File: config.mk
export PLATFORM = sky130hd
export DESIGN_NAME = down_counter_3bit
export DESIGN_NICKNAME = d
export VERILOG_FILES = /design/src/rtl/down_counter_3bit_pkg.sv /design/src/rtl/down_counter_3bit_full_subtractor.sv /design/src/rtl/down_counter_3bit.sv
export SDC_FILE = /design/constraint.sdc
export NUM_CORES = 1
export LEC_CHECK = 0
export BUFFER_PORTS_ARGS = -buffer_cell sky130_fd_sc_hd__clkbuf_2
export CAP_MARGIN = 20
export CORE_AREA = 3 3 40 42
export DETAILED_ROUTE_END_ITERATION = 10
export DIE_AREA = 0 0 43 45
export PLACE_DENSITY_LB_ADDON = 0.2
export SYNTH_ARGS = -nofsm -noshare
export SYNTH_HDL_FRONTEND = slang
export SYNTH_HIERARCHICAL = 1
export SYNTH_SLANG_ARGS = --single-unit
File: constraint.sdc
create_clock -name clk -period 5.1 [get_ports clk]
set_input_delay 1.02 -clock clk [delete_from_list [all_inputs] [get_ports clk]]
set_output_delay 1.02 -clock clk [all_outputs]
set_load 0.02 [all_outputs]
File: src/rtl/down_counter_3bit_pkg.sv
// Shared counter constants, common to the up- and down-counters so both
// agree on width, reset value and all-ones value.
package down_counter_3bit_pkg;

   localparam int          CNT_WIDTH   = 3;
   localparam logic [2:0]  CNT_RST_VAL = 3'b000;
   localparam logic [2:0]  CNT_MAX     = 3'b111;

endpackage : down_counter_3bit_pkg

File: src/rtl/down_counter_3bit_full_subtractor.sv
// One-bit gate-level full subtractor: diff = a - b - bin, bout on borrow.
// XOR is built in two stages from not/and/or, mirroring the adder cell.
module full_subtractor (
   input  logic a,
   input  logic b,
   input  logic bin,
   output logic diff,
   output logic bout
);

   logic a_n, b_n, bin_n;
   logic x1, x1_n, x1_t0, x1_t1;
   logic d_t0, d_t1;
   logic bo_t0, bo_t1, bo_t2;

   not u_not_a   (a_n, a);
   not u_not_b   (b_n, b);
   not u_not_bin (bin_n, bin);

   // first XOR stage: a ^ b
   and u_and_x0 (x1_t0, a, b_n);
   and u_and_x1 (x1_t1, a_n, b);
   or  u_or_x   (x1, x1_t0, x1_t1);
   not u_not_x1 (x1_n, x1);

   // second XOR stage: (a ^ b) ^ bin
   and u_and_d0 (d_t0, x1, bin_n);
   and u_and_d1 (d_t1, x1_n, bin);
   or  u_or_d   (diff, d_t0, d_t1);

   // borrow-out: (~a & b) | (~a & bin) | (b & bin)
   and u_and_b0 (bo_t0, a_n, b);
   and u_and_b1 (bo_t1, a_n, bin);
   and u_and_b2 (bo_t2, b, bin);
   or  u_or_bo  (bout, bo_t0, bo_t1, bo_t2);

endmodule : full_subtractor

File: src/rtl/down_counter_3bit.sv
// Loadable down-counter with zero flag and registered underflow pulse.
// Decrement comes from a ripple chain of full subtractors whose borrow-in
// at bit 0 is the enable, so the MSB borrow-out is the underflow attempt.
module down_counter_3bit
   import down_counter_3bit_pkg::*;
#(
   parameter int WIDTH = CNT_WIDTH,
   parameter bit WRAP  = 1'b1
) (
   input  logic             clk,
   input  logic             rst,
   input  logic             en,
   input  logic             load,
   input  logic [WIDTH-1:0] load_val,
   output logic [WIDTH-1:0] count,
   output logic             zero,
   output logic             uflow
);

   logic [WIDTH-1:0] count_q, count_d;
   logic             uflow_q, uflow_d;
   logic [WIDTH-1:0] dec;
   logic [WIDTH:0]   borrow;
   logic [WIDTH-1:0] or_chain;
   logic             underflow;

   assign borrow[0] = en;

   for (genvar i = 0; i < WIDTH; i++) begin : g_sub
      full_subtractor u_fs (
         .a    (count_q[i]),
         .b    (1'b0),
         .bin  (borrow[i]),
         .diff (dec[i]),
         .bout (borrow[i+1])
      );
   end

   assign underflow = borrow[WIDTH];

   // zero detect as an OR chain followed by an inverter (a wide NOR)
   assign or_chain[0] = count_q[0];
   for (genvar i = 1; i < WIDTH; i++) begin : g_zero
      or u_or_z (or_chain[i], or_chain[i-1], count_q[i]);
   end
   not u_not_z (zero, or_chain[WIDTH-1]);

   // next-state selection: load beats enable; enable=0 makes dec == count_q
   always_comb begin
      count_d = count_q;
      uflow_d = 1'b0;
      if (load) begin
         count_d = load_val;
      end else if (en) begin
         uflow_d = underflow;
         if (underflow && !WRAP) begin
            count_d = count_q;
         end else begin
            count_d = dec;
         end
      end
   end

   // state register with synchronous reset taking precedence over everything
   always_ff @(posedge clk) begin
      if (rst) begin
         count_q <= WIDTH'(CNT_RST_VAL);
         uflow_q <= 1'b0;
      end else begin
         count_q <= count_d;
         uflow_q <= uflow_d;
      end
   end

   assign count = count_q;
   assign uflow = uflow_q;

endmodule : down_counter_3bit

; Word level (Yosys, flattened, before mapping)
; Index checks and enable logic that the tools add are counted.
; Widths: inputs -> output; s select.
[classes]
n_addsub = 0
mul = 0
div_mod_pow = 0
magnitude_cmp = 0
eq_ne = 0
n_shift = 0
n_mux = 2
bitwise_logic = 18
n_reduce_logical = 2
[ops]
columns = op, n
row1 = $not 1->1, 7
row2 = $and 1x1->1, 6
row3 = $mux 3, 2
row4 = $or 1x1->1, 5
row5 = $reduce_or 3->1, 1
row6 = $reduce_bool 2->1, 1
[word_totals]
reg_bits = 4
latchBits = 0
ram_bits = 0
mem_bits_ro = 0
output_inout_bits = 5
word_cells = 24
n_memories = 0

; Longest topological paths before layout
[logic_depth]
ltp_word = 8
mapped_depth = 7

; By module
; The synthesis kept the hierarchy.
[modules_own_cells]
columns = module, n_inst, cells_each, area_each_um2, seq_area_each_um2
row1 = down_counter_3bit, 1, 17, 173.9, 80.1
row2 = full_subtractor, 3, 3, 27.5, 0.0

; Worst setup path before layout
; Ideal clock, no wire load.
[synth_path]
path_kind = input to register
startpoint = in en
endpoint = reg count_q[2], in the netlist count[2]
setup_ns = 0.086
arrival_ns = 2.501
setup_slack_ns = 2.513
stages = 6
path_buffers = 0
cell_sequence = fa_1 fa_1 fa_1 inv_1 mux2i_1 a211oi_1
[synth_via]
elab_chain_cells = 7
word_cells_on_any_way = 9
classes_between = mux (2) / bitwise (6) / reduce/logical (1)
[synth_lines]
columns = element, line
row1 = "start, declared", down_counter_3bit.sv:12  ; input logic en,
row2 = $and 1x1->1 (*) (2 in a row), down_counter_3bit_full_subtractor.sv:33  ; and u_and_b1 (bo_t1, a_n, bin);
row3 = via borrow[2], down_counter_3bit.sv:23  ; logic [WIDTH:0] borrow;
row4 = $not 1->1, down_counter_3bit_full_subtractor.sv:18  ; not u_not_bin (bin_n, bin);
row5 = $and 1x1->1, down_counter_3bit_full_subtractor.sv:27  ; and u_and_d0 (d_t0, x1, bin_n);
row6 = $or 1x1->1 (*), down_counter_3bit_full_subtractor.sv:29  ; or u_or_d (diff, d_t0, d_t1);
row7 = via dec[2], down_counter_3bit.sv:22  ; logic [WIDTH-1:0] dec;
row8 = $mux 3 (*), down_counter_3bit.sv:54  ; end else if (en) begin
row9 = $mux 3 (*), down_counter_3bit.sv:52  ; if (load) begin
row10 = "end signal, assigned", down_counter_3bit.sv:67  ; count_q <= WIDTH'(CNT_RST_VAL);
row11 = "end signal, assigned", down_counter_3bit.sv:70  ; count_q <= count_d;
row12 = "end, declared", down_counter_3bit.sv:20  ; logic [WIDTH-1:0] count_q, count_d;
; The timed path passes the listed nets; every way through them passes the cells marked *. The select of a mux whose other input is x is not followed.
; A chain may end at the register's enable or synchronous reset.

; Worst setup path after layout
[layout_path]
startpoint = in en
endpoint = reg count_q[2], in the netlist count[2]
[layout_via]
elab_chain_cells = 7
word_cells_on_any_way = 9
classes_between = mux (2) / bitwise (6) / reduce/logical (1)
[layout_lines]
columns = element, line
row1 = $and 1x1->1 (*), down_counter_3bit_full_subtractor.sv:33
row2 = via borrow[1], down_counter_3bit.sv:23
row3 = $and 1x1->1 (*), down_counter_3bit_full_subtractor.sv:33
row4 = via borrow[2], down_counter_3bit.sv:23
row5 = $not 1->1, down_counter_3bit_full_subtractor.sv:18
row6 = $and 1x1->1, down_counter_3bit_full_subtractor.sv:27
row7 = $or 1x1->1 (*), down_counter_3bit_full_subtractor.sv:29
row8 = via dec[2], down_counter_3bit.sv:22
row9 = $mux 3 (*), down_counter_3bit.sv:54
row10 = $mux 3 (*), down_counter_3bit.sv:52
; Marked as above.

==> impl_metrics.py <==
metrics = {
    "worst_setup_path": {
        "startpoint_type": "primary input",
        "cp_slowest_cell": "fa_1",
        "required_ns": 5.25,
        "critPathArrivalTime_ns": 2.73,
        "cp_slowest_stage_delay_ns": 0.43,
        "worstSetupPathType": "primary input to register",
        "path_cells": "clkbuf_2 > fa_1 > fa_1 > fa_1 > inv_1 > mux2i_1 > a211oi_1",
        "critPathTopFamily": "adder cells",
        "crit_path_end_kind": "register",
        "cp_num_buf_inv": 2,
        "cp_common_cell": "fa_1",
        "cp_max_fo": 5,
    },
    "placement": {
        "post-place-cells": 54,
        "port_buffers": 11,
        "detailed_place_hpwl_um": 454,
        "gp_congestion": 0.686,
    },
    "hold_path": {
        "hp-class": "register to register",
    },
    "cells_and_area": {
        "syn_to_final_growth_pct": 40.5,
        "n_fill_cell": 148,
        "stdcell_count": 57,
        "nets": 54,
        "layout-drive-gt1-share": 0.333,
        "fin_util": 0.280,
        "antenna_cells": 0,
    },
    "global_route": {
        "track_usage": 0.0761,
        "grt_pass1_vias": 228,
        "grt_pass1_wl_um": 959,
        "grt_max_degree": 6,
        "antenna_found_initial": 0,
        "grt-ovfl-total": 0,
    },
    "timing": {
        "fmax_mhz": 388,
        "finalCritPeriodShare": 0.505,
        "finalSetupTns_ns": 0,
        "drv_slew": 0,
        "hold_violations": 0,
        "skew_ns": 0.00866,
        "setup_viol": 0,
        "finalCriticalPeriod_ns": 2.58,
        "rsz0062_at_grt": "false",
    },
    "clock_tree": {
        "numCtsBuffers": 3,
        "clk_root_buffer_cell": "clkbuf_4",
        "hold_buffers": 0,
        "clk_pin_slew_ns": 0.04,
        "htreeDepth": 1,
        "cts.path.max_buffers": 2,
        "cts_sinks": 4,
        "tritoncts": "built",
        "post_cts_buffers": 0,
        "ctsResizeCount": 0,
        "clk_latency_ns": 0.24,
    },
    "pwr": {
        "power_mw": 0.106,
        "p_per_area_nw_per_um2": 294,
        "vdd_drop_max_mv": 0.0865,
        "leakagePower_nw": 0.185,
    },
    "route": {
        "drt-wirelength-per-cell_um": 9.72,
        "routed_via_density": 3.79,
        "via_count": 216,
        "antenna_left": 0,
        "first_pass_iters": 2,
        "drc": 0,
        "drt-initial-drc-count": 2,
        "finalWirelength_um": 554,
    },
    "floorplanning": {
        "start_util": 0.200,
        "die_height_um": 45,
        "ios": 12,
        "die-area_um2": 1940,
        "core-area_um2": 1280,
        "placementRows": 13,
        "dieWidth_um": 43,
    },
    "yosys": {
        "synth_top_area_frac": 0.312,
        "yosys_warnings": 6,
        "synth_edf_count": 0,
        "synth.distinct_cells": 9,
        "synthTopCellsByArea": "dfxtp_1, fa_1, mux2i_1",
        "yosysMostFrequentCell": "inv_1",
        "yosys-top-cells-count": "inv_1, dfxtp_1",
        "syn_area_um2": 256,
        "ys_seq_area_frac": 0.312,
        "ys.flop_type": "dfxtp_1",
        "syn_inst": 26,
        "synth_area_per_cell_um2": 9.87,
        "synthArstFlopShare": 0,
        "yosys.area.top_type": "dfxtp_1",
        "synth-seq-cells": 4,
    },
    "flow_run": {
        "drv_cap": 0,
    },
    "run_status": {
        "status": "complete, no violations",
    },
}
## flip-flops by register name (all words and copies together), names as in the netlist
| name | cells |
|---|---|
| uflow | 1 |
| count | 3 |
## stage by stage
| step | setup slack, ns | area [um^2] | hold WS [ns] |
|---|---|---|---|
| after CTS | 2.50 | 360 | 0.618 |
| after floorplan | 2.51 | 264 | 0.633 |
| after global placement | 2.28 | 338 | 0.609 |
| final | 2.52 | 360 | 0.605 |
| after detailed placement | 2.25 | 338 | 0.608 |
| after global routing | 2.37 | 360 | 0.681 |
## final timing paths
kind                                from  slack (ns)  endpoint  cells after the start
worst max-delay path                  en        2.52  count[2]                      7
worst min-delay path            count[0]        0.61  count[0]                      2
worst max register to register  count[0]        2.98  count[2]                      7
worst min register to register  count[0]        0.61  count[0]                      2
## cells by family after synthesis
family / Yosys count / share of synthesized area
adder cells (fa/ha/maj): 3 / 0.234
other: 1 / 0.0146
AND/OR/NAND/NOR: 5 / 0.132
flip-flops: 4 / 0.312
buffers and inverters: 7 / 0.102
multiplexers: 3 / 0.117
AO/OA/AOI/OAI: 3 / 0.0878
## power by group
part	leakage, nW	switching [mW]	internal (mW)	total, mW
clock	0.0138	0.0143	0.0264	0.0407
sequential	0.0332	0.00239	0.0341	0.0365
combinational	0.138	0.0166	0.0123	0.0289
## per-layer routing
layer  vias to the layer above  part of all wire  wire length [um]  global-route usage
met3                         2             0.092                51              0.0159
li1                        111                 -                 -                   -
met1                        91              0.48               267              0.0878
met2                        12              0.39               218              0.0988
met4                         0             0.029                16               0.108
met5                         -                 0                 0                   0
## placed cells by master, fill, tap and decap left out, drive strengths merged
| cell | instances |
|---|---|
| inv | 7 |
| clkbuf | 14 |
| fa | 3 |
| nor4bb | 1 |
| nor2b | 3 |
| conb | 3 |
| a211oi | 3 |
| nor3 | 1 |
| dfxtp | 4 |
| mux2i | 3 |
## worst reg2reg max path, delay by kind of cell, from the launching register on
kind            cells  cell delay [ns]
mux                 1             0.07
buf+inv             2             0.14
compound gates      1             0.23
fa+ha+maj           3             1.25
flops               1             0.36
## final cells by class
| class | instances | area [um^2] | share of cell area |
|---|---|---|---|
| Multi-Input combinational cell | 17 | 158 | 0.437 |
| Clock buffer | 3 | 22.5 | 0.0625 |
| Tap cell | 15 | 18.8 | 0.0521 |
| Inverter | 7 | 26.3 | 0.0729 |
| Timing Repair Buffer | 11 | 55.1 | 0.153 |
| Sequential cell | 4 | 80.1 | 0.222 |
Power figures use the tool's default switching activity.
